File: src/rtl/ssd_pkg.sv
// Shared seven-segment types, active-low segment patterns and the hex decode function.
package ssd_pkg;

  typedef logic [6:0] seg_t;  // {a,b,c,d,e,f,g}, active-low

  localparam seg_t SEG_BLANK = 7'h7F;
  localparam seg_t SEG_0 = 7'b0000001;
  localparam seg_t SEG_1 = 7'b1001111;
  localparam seg_t SEG_2 = 7'b0010010;
  localparam seg_t SEG_3 = 7'b0000110;
  localparam seg_t SEG_4 = 7'b1001100;
  localparam seg_t SEG_5 = 7'b0100100;
  localparam seg_t SEG_6 = 7'b0100000;
  localparam seg_t SEG_7 = 7'b0001111;
  localparam seg_t SEG_8 = 7'b0000000;
  localparam seg_t SEG_9 = 7'b0000100;
  localparam seg_t SEG_A = 7'b0001000;
  localparam seg_t SEG_B = 7'b1100000;
  localparam seg_t SEG_C = 7'b0110001;
  localparam seg_t SEG_D = 7'b1000010;
  localparam seg_t SEG_E = 7'b0110000;
  localparam seg_t SEG_F = 7'b0111000;

  function automatic seg_t hex_to_seg(input logic [3:0] hex);
    seg_t seg;
    case (hex)
      4'h0:    seg = SEG_0;
      4'h1:    seg = SEG_1;
      4'h2:    seg = SEG_2;
      4'h3:    seg = SEG_3;
      4'h4:    seg = SEG_4;
      4'h5:    seg = SEG_5;
      4'h6:    seg = SEG_6;
      4'h7:    seg = SEG_7;
      4'h8:    seg = SEG_8;
      4'h9:    seg = SEG_9;
      4'hA:    seg = SEG_A;
      4'hB:    seg = SEG_B;
      4'hC:    seg = SEG_C;
      4'hD:    seg = SEG_D;
      4'hE:    seg = SEG_E;
      default: seg = SEG_F;
    endcase
    return seg;
  endfunction

endpackage

File: src/rtl/hex_to_ssd.sv
// Combinational hex nibble to active-low seven-segment decoder.
module hex_to_ssd
  import ssd_pkg::*;
(
  input  logic [3:0] hex,
  output seg_t       seg_c
);

  assign seg_c = hex_to_seg(hex);

endmodule

File: src/rtl/ssd_scan_controller.sv
// N-digit multiplexed seven-segment scan driver with frame-synchronous double buffering,
// anode dead-time, per-digit blanking/decimal points and leading-zero suppression.
module ssd_scan_controller
  import ssd_pkg::*;
#(
  parameter int unsigned N_DIGITS    = 8,
  parameter int unsigned SCAN_PERIOD = 100000,
  parameter int unsigned DEAD_CYCLES = 1000,
  parameter int unsigned CNT_W       = 17
) (
  input  logic                  clk,
  input  logic                  Reset_n,
  input  logic                  load,
  input  logic [4*N_DIGITS-1:0] digits_i,
  input  logic [N_DIGITS-1:0]   dp_i,
  input  logic [N_DIGITS-1:0]   blank_i,
  input  logic                  lz_en,
  output logic [N_DIGITS-1:0]   an_o,
  output seg_t                  seg_o,
  output logic                  dp_o,
  output logic                  frame_o
);

  localparam int unsigned IDX_W = (N_DIGITS > 1) ? $clog2(N_DIGITS) : 1;

  logic [CNT_W-1:0]          slot_cnt;
  logic [IDX_W-1:0]          idx;
  logic [N_DIGITS-1:0][3:0]  pend_nib, act_nib;
  logic [N_DIGITS-1:0]       pend_dp, act_dp, pend_blank, act_blank;

  logic                      slot_wrap_c, frame_bnd_c, vis_c;
  logic [N_DIGITS-1:0]       zob_c, sup_c;
  seg_t                      seg_c;

  assign slot_wrap_c = (slot_cnt == CNT_W'(SCAN_PERIOD - 1));
  assign frame_bnd_c = slot_wrap_c && (idx == IDX_W'(N_DIGITS - 1));

  // Slot timer and digit index
  always_ff @(posedge clk or negedge Reset_n) begin
    if (!Reset_n) begin
      slot_cnt <= '0;
      idx      <= '0;
    end else if (slot_wrap_c) begin
      slot_cnt <= '0;
      idx      <= (idx == IDX_W'(N_DIGITS - 1)) ? '0 : idx + IDX_W'(1);
    end else begin
      slot_cnt <= slot_cnt + CNT_W'(1);
    end
  end

  // Double buffer: a load landing on the boundary bypasses pending straight into active
  always_ff @(posedge clk or negedge Reset_n) begin
    if (!Reset_n) begin
      pend_nib   <= '0;
      pend_dp    <= '0;
      pend_blank <= '0;
      act_nib    <= '0;
      act_dp     <= '0;
      act_blank  <= '0;
    end else begin
      if (load) begin
        pend_nib   <= digits_i;
        pend_dp    <= dp_i;
        pend_blank <= blank_i;
      end
      if (frame_bnd_c) begin
        act_nib   <= load ? digits_i : pend_nib;
        act_dp    <= load ? dp_i     : pend_dp;
        act_blank <= load ? blank_i  : pend_blank;
      end
    end
  end

  // Leading-zero mask: blanked digits count as leading, digit 0 always shown
  for (genvar g = 0; g < N_DIGITS; g++) begin : g_lz
    assign zob_c[g] = (act_nib[g] == 4'h0) | act_blank[g];
    if (g == 0) begin : g_d0
      assign sup_c[g] = 1'b0;
    end else begin : g_dk
      assign sup_c[g] = lz_en & (&zob_c[N_DIGITS-1:g]);
    end
  end

  assign vis_c = ~act_blank[idx] & ~sup_c[idx] & (slot_cnt >= CNT_W'(DEAD_CYCLES));

  hex_to_ssd u_hex_to_ssd (
    .hex   (act_nib[idx]),
    .seg_c (seg_c)
  );

  // Registered pin drivers
  always_ff @(posedge clk or negedge Reset_n) begin
    if (!Reset_n) begin
      an_o    <= '1;
      seg_o   <= SEG_BLANK;
      dp_o    <= 1'b1;
      frame_o <= 1'b0;
    end else begin
      an_o    <= vis_c ? ~(N_DIGITS'(1) << idx) : '1;
      seg_o   <= vis_c ? seg_c : SEG_BLANK;
      dp_o    <= ~(vis_c & act_dp[idx]);
      frame_o <= frame_bnd_c;
    end
  end

endmodule
File: config.mk
export PLATFORM = sky130hd
export DESIGN_NAME = ssd_scan_controller
export DESIGN_NICKNAME = d
export VERILOG_FILES = /design/src/rtl/ssd_pkg.sv /design/src/rtl/hex_to_ssd.sv /design/src/rtl/ssd_scan_controller.sv
export SDC_FILE = /design/constraint.sdc
export NUM_CORES = 1
export LEC_CHECK = 0
export BUFFER_PORTS_ARGS = -buffer_cell sky130_fd_sc_hd__clkbuf_2
export CAP_MARGIN = 10
export CORE_ASPECT_RATIO = 0.75
export CORE_MARGIN = 5
export CORE_UTILIZATION = 45
export CTS_CLUSTER_SIZE = 40
export DETAILED_ROUTE_END_ITERATION = 7
export GPL_ROUTABILITY_DRIVEN = 0
export SYNTH_ARGS = -nofsm -noshare
export SYNTH_HDL_FRONTEND = slang
export SYNTH_SLANG_ARGS = --single-unit
File: constraint.sdc
create_clock -name clk -period 3.2 [get_ports clk]
set_input_delay 0.48 -clock clk [delete_from_list [all_inputs] [get_ports clk]]
set_output_delay 0.48 -clock clk [all_outputs]
set_load 0.01 [all_outputs]
==> results_dict.tcl, run 1 <==
set metrics [dict create \
    top_layer "met4" \
    cellLeakagePower_nw 3.234 \
    rows 36 \
    finClkSkew_ns 0.009338 \
    yosys_warnings 0 \
    yosys.area_share.xor_xnor_pct 2.235 \
    overflow 0 \
    area_growth_pct 19.90 \
    arrival_ns 2.91 \
    ys.flop_type "dfrtp_1" \
    worst_ep_required_time_ns 3.49 \
    fp.dieW_um 142.0 \
    syn_area_per_cell_um2 14.27 \
    cts_tree "built" \
    post-synth-top-area-cell "dfrtp_1" \
    cts_sinks 133 \
    start_util_pct 45.63 \
    dr_wl_met3_um 599 \
    critPathMaxFanout 21 \
    dr_wl_met2_um 5024 \
    synth-async-reset-ratio_pct 100.0 \
    viasPerCell 5.171 \
    syn-num-nets 478 \
    vias 3501 \
    n_antenna_cell 0 \
    synth-simple-area-share_pct 7.003 \
    synth-compound-area-share_pct 2.661 \
    hp-class "input pin to asynchronous set/reset pin" \
    final.period_utilization_pct 81.95 \
    drc 0 \
    grt_max_degree 59 \
    fin_crit_ns 2.623 \
    post_cts_resized 0 \
    slew_violations 0 \
    dpl_cell_area_um2 6456 \
    port-buffer-count 68 \
    syn_area_um2 5878 \
    dp_hpwl_um 8099 \
    rsz0062_at_grt "false" \
    io_pins 69 \
    cts_made_buffers 17 \
    endpoint_kind "flip-flop" \
    synth_area_leaders "dfrtp_1, mux2_2, dfstp_2, mux4_2, ha_1" \
    grt_pass1_vias 3690 \
    antenna_found_initial 0 \
    synth_cell_types 44 \
    finalPower_mw 4.020 \
    clock_latency_ns 0.41 \
    finalSetupViolations 0 \
    maxCapViolations 0 \
    peakVddDrop_v 0.0003741 \
    nets 560 \
    finalWirelength_um 11470 \
    slowest_stage "dfrtp_1" \
    synth.area.mux_share_pct 25.52 \
    cts_max_level 4 \
    max_stage_delay_ns 0.40 \
    netlist_instances 412 \
    drtIter0Drc 166 \
    fmax_mhz 381.3 \
    path_class "flip-flop to flip-flop" \
    path_clk_slew_ns 0.06 \
    stdcell_area_um2 7048 \
    grt_pass1_wl_um 19070 \
    drive_gt1_share_pct 48.62 \
    relSlewSlack_pct 56.10 \
    tightest_slew_ns 0.6402 \
    cp-start-kind "flip-flop" \
    synth_fa_ha_area_share_pct 2.980 \
    critPathTopFamily "simple AND/OR/NAND/NOR gates" \
    power-per-cell-area_nw_per_um2 570.4 \
    synth_top_area_share_pct 49.81 \
    postCtsSetupBuffers 0 \
    track_usage_pct 16.09 \
    fin_tns_setup_ns 0 \
    ys_ff_latch 133 \
    synth_top_family_by_area "multiplexers" \
    worstPathCellList "ha_1 -> and4_1 -> nand2_1 -> nor4_1 -> nand2_2 -> buf_4 -> mux2_2" \
    timing.final.hold_violations 0 \
    coreArea_um2 12880 \
    cp_num_buf_inv 1 \
    clockBufferDepth 2 \
    die_h_um 109.0 \
    wire_per_inst_um 16.95 \
    postRouteAntennaNets 0 \
    die-area_um2 15470 \
    holdWs_ns 0.1250 \
    wl_met1_um 5740 \
    seq_area_frac_synth_pct 56.96 \
    synth-edff-count 0 \
    ctsHoldBuffers 0 \
    outcome "completed" \
    root_buffer "clkbuf_16" \
    drtPass1Iterations 4 \
]
[state kept, by name, indices dropped and copies added (netlist names)]
| name | flops |
|---|---|
| act_blank | 8 |
| act_dp | 8 |
| act_nib | 32 |
| an_o | 8 |
| dp_o | 1 |
| frame_o | 1 |
| idx | 3 |
| pend_blank | 8 |
| pend_dp | 8 |
| pend_nib | 32 |
| seg_o | 7 |
| slot_cnt | 17 |
[Yosys cell counts (10+ instances only)]
cell type and number:
mux2_2 91, dfstp_2 16, nor4_1 10, nand2_1 12
nor2_1 14, nand4_1 10, inv_1 10, dfrtp_1 117
nand3_1 16, mux4_2 12, ha_1 14
[logic make-up (layout without fill, tap and decap cells)]
| logic type | Yosys count | in the layout |
|---|---|---|
| flops | 133 | 133 |
| mux | 119 | 119 |
| simple gates | 77 | 77 |
| buf+inv | 32 | 126 |
| compound gates | 22 | 22 |
| xor+xnor | 15 | 15 |
| fa+ha+maj | 14 | 14 |
[per-stage QoR]
stage / cells / utilization [%] / worst slack, ns
global route: 677 / 54.71 / 0.3456
finish: 677 / 54.71 / 0.5775
CTS: 677 / 54.71 / 0.5465
global placement: 646 / 50.12 / 0.6912
detailed placement: 646 / 50.12 / 0.5794
floorplan: 412 / - / 0.6439
[report_power, final]
group	internal [mW]	switching [mW]	total [mW]
clock	1.26	0.685	1.94
sequential	1.78	0.0400	1.82
combinational	0.140	0.123	0.263
[path summary, 6_finish.rpt]
kind                                    from           end  slack [ns]  depth (start not counted)
worst max-delay path             slot_cnt[0]   act_nib[17]        0.58                          7
worst min-delay path                 Reset_n  slot_cnt[13]        0.12                          1
worst max register to register   slot_cnt[0]   act_nib[17]        0.58                          7
worst min register to register   slot_cnt[8]   slot_cnt[8]        0.49                          1
max in group asynchronous            Reset_n      seg_o[6]        2.31                          2
min in group clk                digits_i[29]  pend_nib[29]        0.32                          2
[layout make-up]
| class | instances | area (um2) |
|---|---|---|
| Inverter | 11 | 41.29 |
| Timing Repair Buffer | 84 | 475.5 |
| Multi-Input combinational cell | 247 | 2377 |
| Clock inverter | 9 | 127.6 |
| Tap cell | 171 | 214.0 |
| Sequential cell | 133 | 3348 |
| Fill cell | 1095 | 5834 |
| Clock buffer | 22 | 464.2 |
[cells in the final DEF, fill, tap and decap left out, types with 4 or more instances in the layout]
| cell | count |
|---|---|
| dfrtp_1 | 117 |
| nand3_1 | 16 |
| o21ai_0 | 4 |
| mux2i_1 | 7 |
| nor4_1 | 10 |
| xnor2_1 | 6 |
| clkbuf_16 | 17 |
| nor2_1 | 14 |
| ha_1 | 14 |
| o221ai_1 | 4 |
| mux4_2 | 12 |
| nand2_1 | 11 |
| dfstp_2 | 16 |
| mux2_2 | 91 |
| nand4_1 | 10 |
| xor2_1 | 9 |
| clkbuf_2 | 67 |
| mux2_4 | 9 |
| inv_1 | 10 |
| buf_4 | 16 |
[per-layer routing]
layer	GRT usage (%)	vias to the layer above
li1	-	1658
met1	22.87	1753
met2	23.71	79
met3	4.779	11
met4	5.548	0
met5	0	-
No activity file was read; power rests on OpenSTA's default activity.
==> run 2, diff against run 1 <==
PLACE_DENSITY = 0.67   (was not set)
clock period = 2.1 ns   (was 3.2 ns; I/O delays follow)
==> results_dict.tcl, run 2 (synthesis results as in run 1) <==
set metrics [dict create \
    relSlewSlack_pct 63.02 \
    finalPower_mw 5.918 \
    maxCapViolations 0 \
    hp-class "input pin to flip-flop" \
    n_antenna_cell 0 \
    clockBufferDepth 2 \
    cts_sinks 133 \
    timing.final.hold_violations 0 \
    finalWirelength_um 12580 \
    rows 36 \
    worst_ep_required_time_ns 2.42 \
    drtPass1Iterations 5 \
    final_common_cell "dfrtp_1" \
    power-per-cell-area_nw_per_um2 790.0 \
    rsz0062_at_grt "true" \
    cts_made_buffers 17 \
    cts_tree "built" \
    io_pins 69 \
    die-area_um2 15470 \
    drive_gt1_share_pct 54.44 \
    fp.dieW_um 142.0 \
    postRouteAntennaNets 0 \
    root_buffer "clkbuf_16" \
    endpoint_kind "flip-flop" \
    dpl_cell_area_um2 6769 \
    grt_max_degree 49 \
    fin_ws_ns -0.03958 \
    fmax_mhz 467.4 \
    vias 3737 \
    clock_latency_ns 0.41 \
    area_growth_pct 27.44 \
    cellLeakagePower_nw 3.455 \
    outcome "finished, violations left" \
    wire_per_inst_um 17.69 \
    finalSetupViolations 5 \
    drtIter0Drc 213 \
    finalNonFillerCells 711 \
    finClkSkew_ns 0.01009 \
    final_cell_mix "dfrtp_1, mux2_2, clkbuf_2" \
    cp-start-kind "flip-flop" \
    path_class "flip-flop to flip-flop" \
    arrival_ns 2.46 \
    start_util_pct 45.63 \
    port-buffer-count 68 \
    grt_pass1_vias 3943 \
    cts_max_level 4 \
    stdcell_area_um2 7491 \
    drc 0 \
    violations "negative setup slack" \
    overflow 0 \
    grt_pass1_wl_um 20610 \
    fin_crit_ns 2.140 \
    dp_hpwl_um 8817 \
    critPathMaxFanout 7 \
    top_regs "act_nib x32, pend_nib x32, slot_cnt x17" \
    coreArea_um2 12880 \
    tightest_slew_ns 0.5547 \
    track_usage_pct 17.29 \
    nets 597 \
    antenna_found_initial 0 \
    slew_violations 0 \
    path_clk_slew_ns 0.06 \
    placed_cells 674 \
    peakVddDrop_v 0.0005379 \
    viasPerCell 5.256 \
    final.period_utilization_pct 101.9 \
    die_h_um 109.0 \
]
run 2: where the power goes:
| group | internal, mW | switching (mW) | total, mW |
|---|---|---|---|
| Clock | 1.72 | 0.983 | 2.70 |
| Sequential | 2.71 | 0.0649 | 2.77 |
| Combinational | 0.240 | 0.207 | 0.448 |
| Total | 4.66 | 1.26 | 5.92 |
run 2: cell type report:
type | instances | area, um2
clock buffer | 23 | 488.0
clock inverter | 5 | 51.30
multi-input combinational | 247 | 2490
sequential | 133 | 3351
inverter | 11 | 41.29
fill | 1035 | 5391
timing repair buffer | 121 | 855.8
tap | 171 | 214.0
run 2: worst max-delay path, cell delays in order, from the launching register on:
cell and delay [ns]:
dfrtp_2 0.45, mux4_2 0.56, mux2i_4 0.20, buf_4 0.15, buf_6 0.10, ha_4 0.15
buf_6 0.11, nor3_2 0.04, a31oi_1 0.18, nand3_1 0.10
run 2: final timing paths:
kind	startpoint	end	slack [ns]	cells after the start
setup / recovery	idx[0]	seg_o[4]	-0.04	9
hold / removal	blank_i[2]	pend_blank[2]	0.15	2
setup reg to reg	idx[0]	seg_o[4]	-0.04	9
hold reg to reg	pend_nib[11]	pend_nib[11]	0.49	1
max in group asynchronous	Reset_n	act_dp[2]	0.92	3
min in group asynchronous	Reset_n	pend_nib[4]	0.45	2
run 2: timing repair:
item | in CTS | in global routing
gates cloned | 0 | 2
pin swaps | 0 | 7
hold buffers | 1 | 0
endpoints found under the setup margin | 31 | 56
hold endpoints to repair | 28 | 0
buffers inserted | 1 | 5
resized for setup | 6 | 11
run 2: metal layers:
| metal | part of all wire [%] | global-route usage, % | wire (um) |
|---|---|---|---|
| met5 | 0 | 0 | 0 |
| met4 | 1.1 | 4.452 | 136 |
| met3 | 4.9 | 5.392 | 610 |
| met2 | 46 | 25.44 | 5723 |
| met1 | 49 | 25.04 | 6107 |
run 2: through the flow:
| step | setup slack (ns) | utilization (%) | hold WS, ns | setup TNS (ns) |
|---|---|---|---|---|
| detailed placement | -0.09558 | 52.54 | 0.3408 | -0.5598 |
| global placement | -0.01861 | 52.54 | 0.3397 | -0.03448 |
| CTS | -0.02192 | 57.04 | 0.1387 | -0.02192 |
| floorplan | -0.02647 | - | 0.01941 | -0.02647 |
| global route | -0.1555 | 58.15 | 0.1484 | -0.6681 |
| finish | -0.03958 | 58.15 | 0.1538 | -0.06552 |
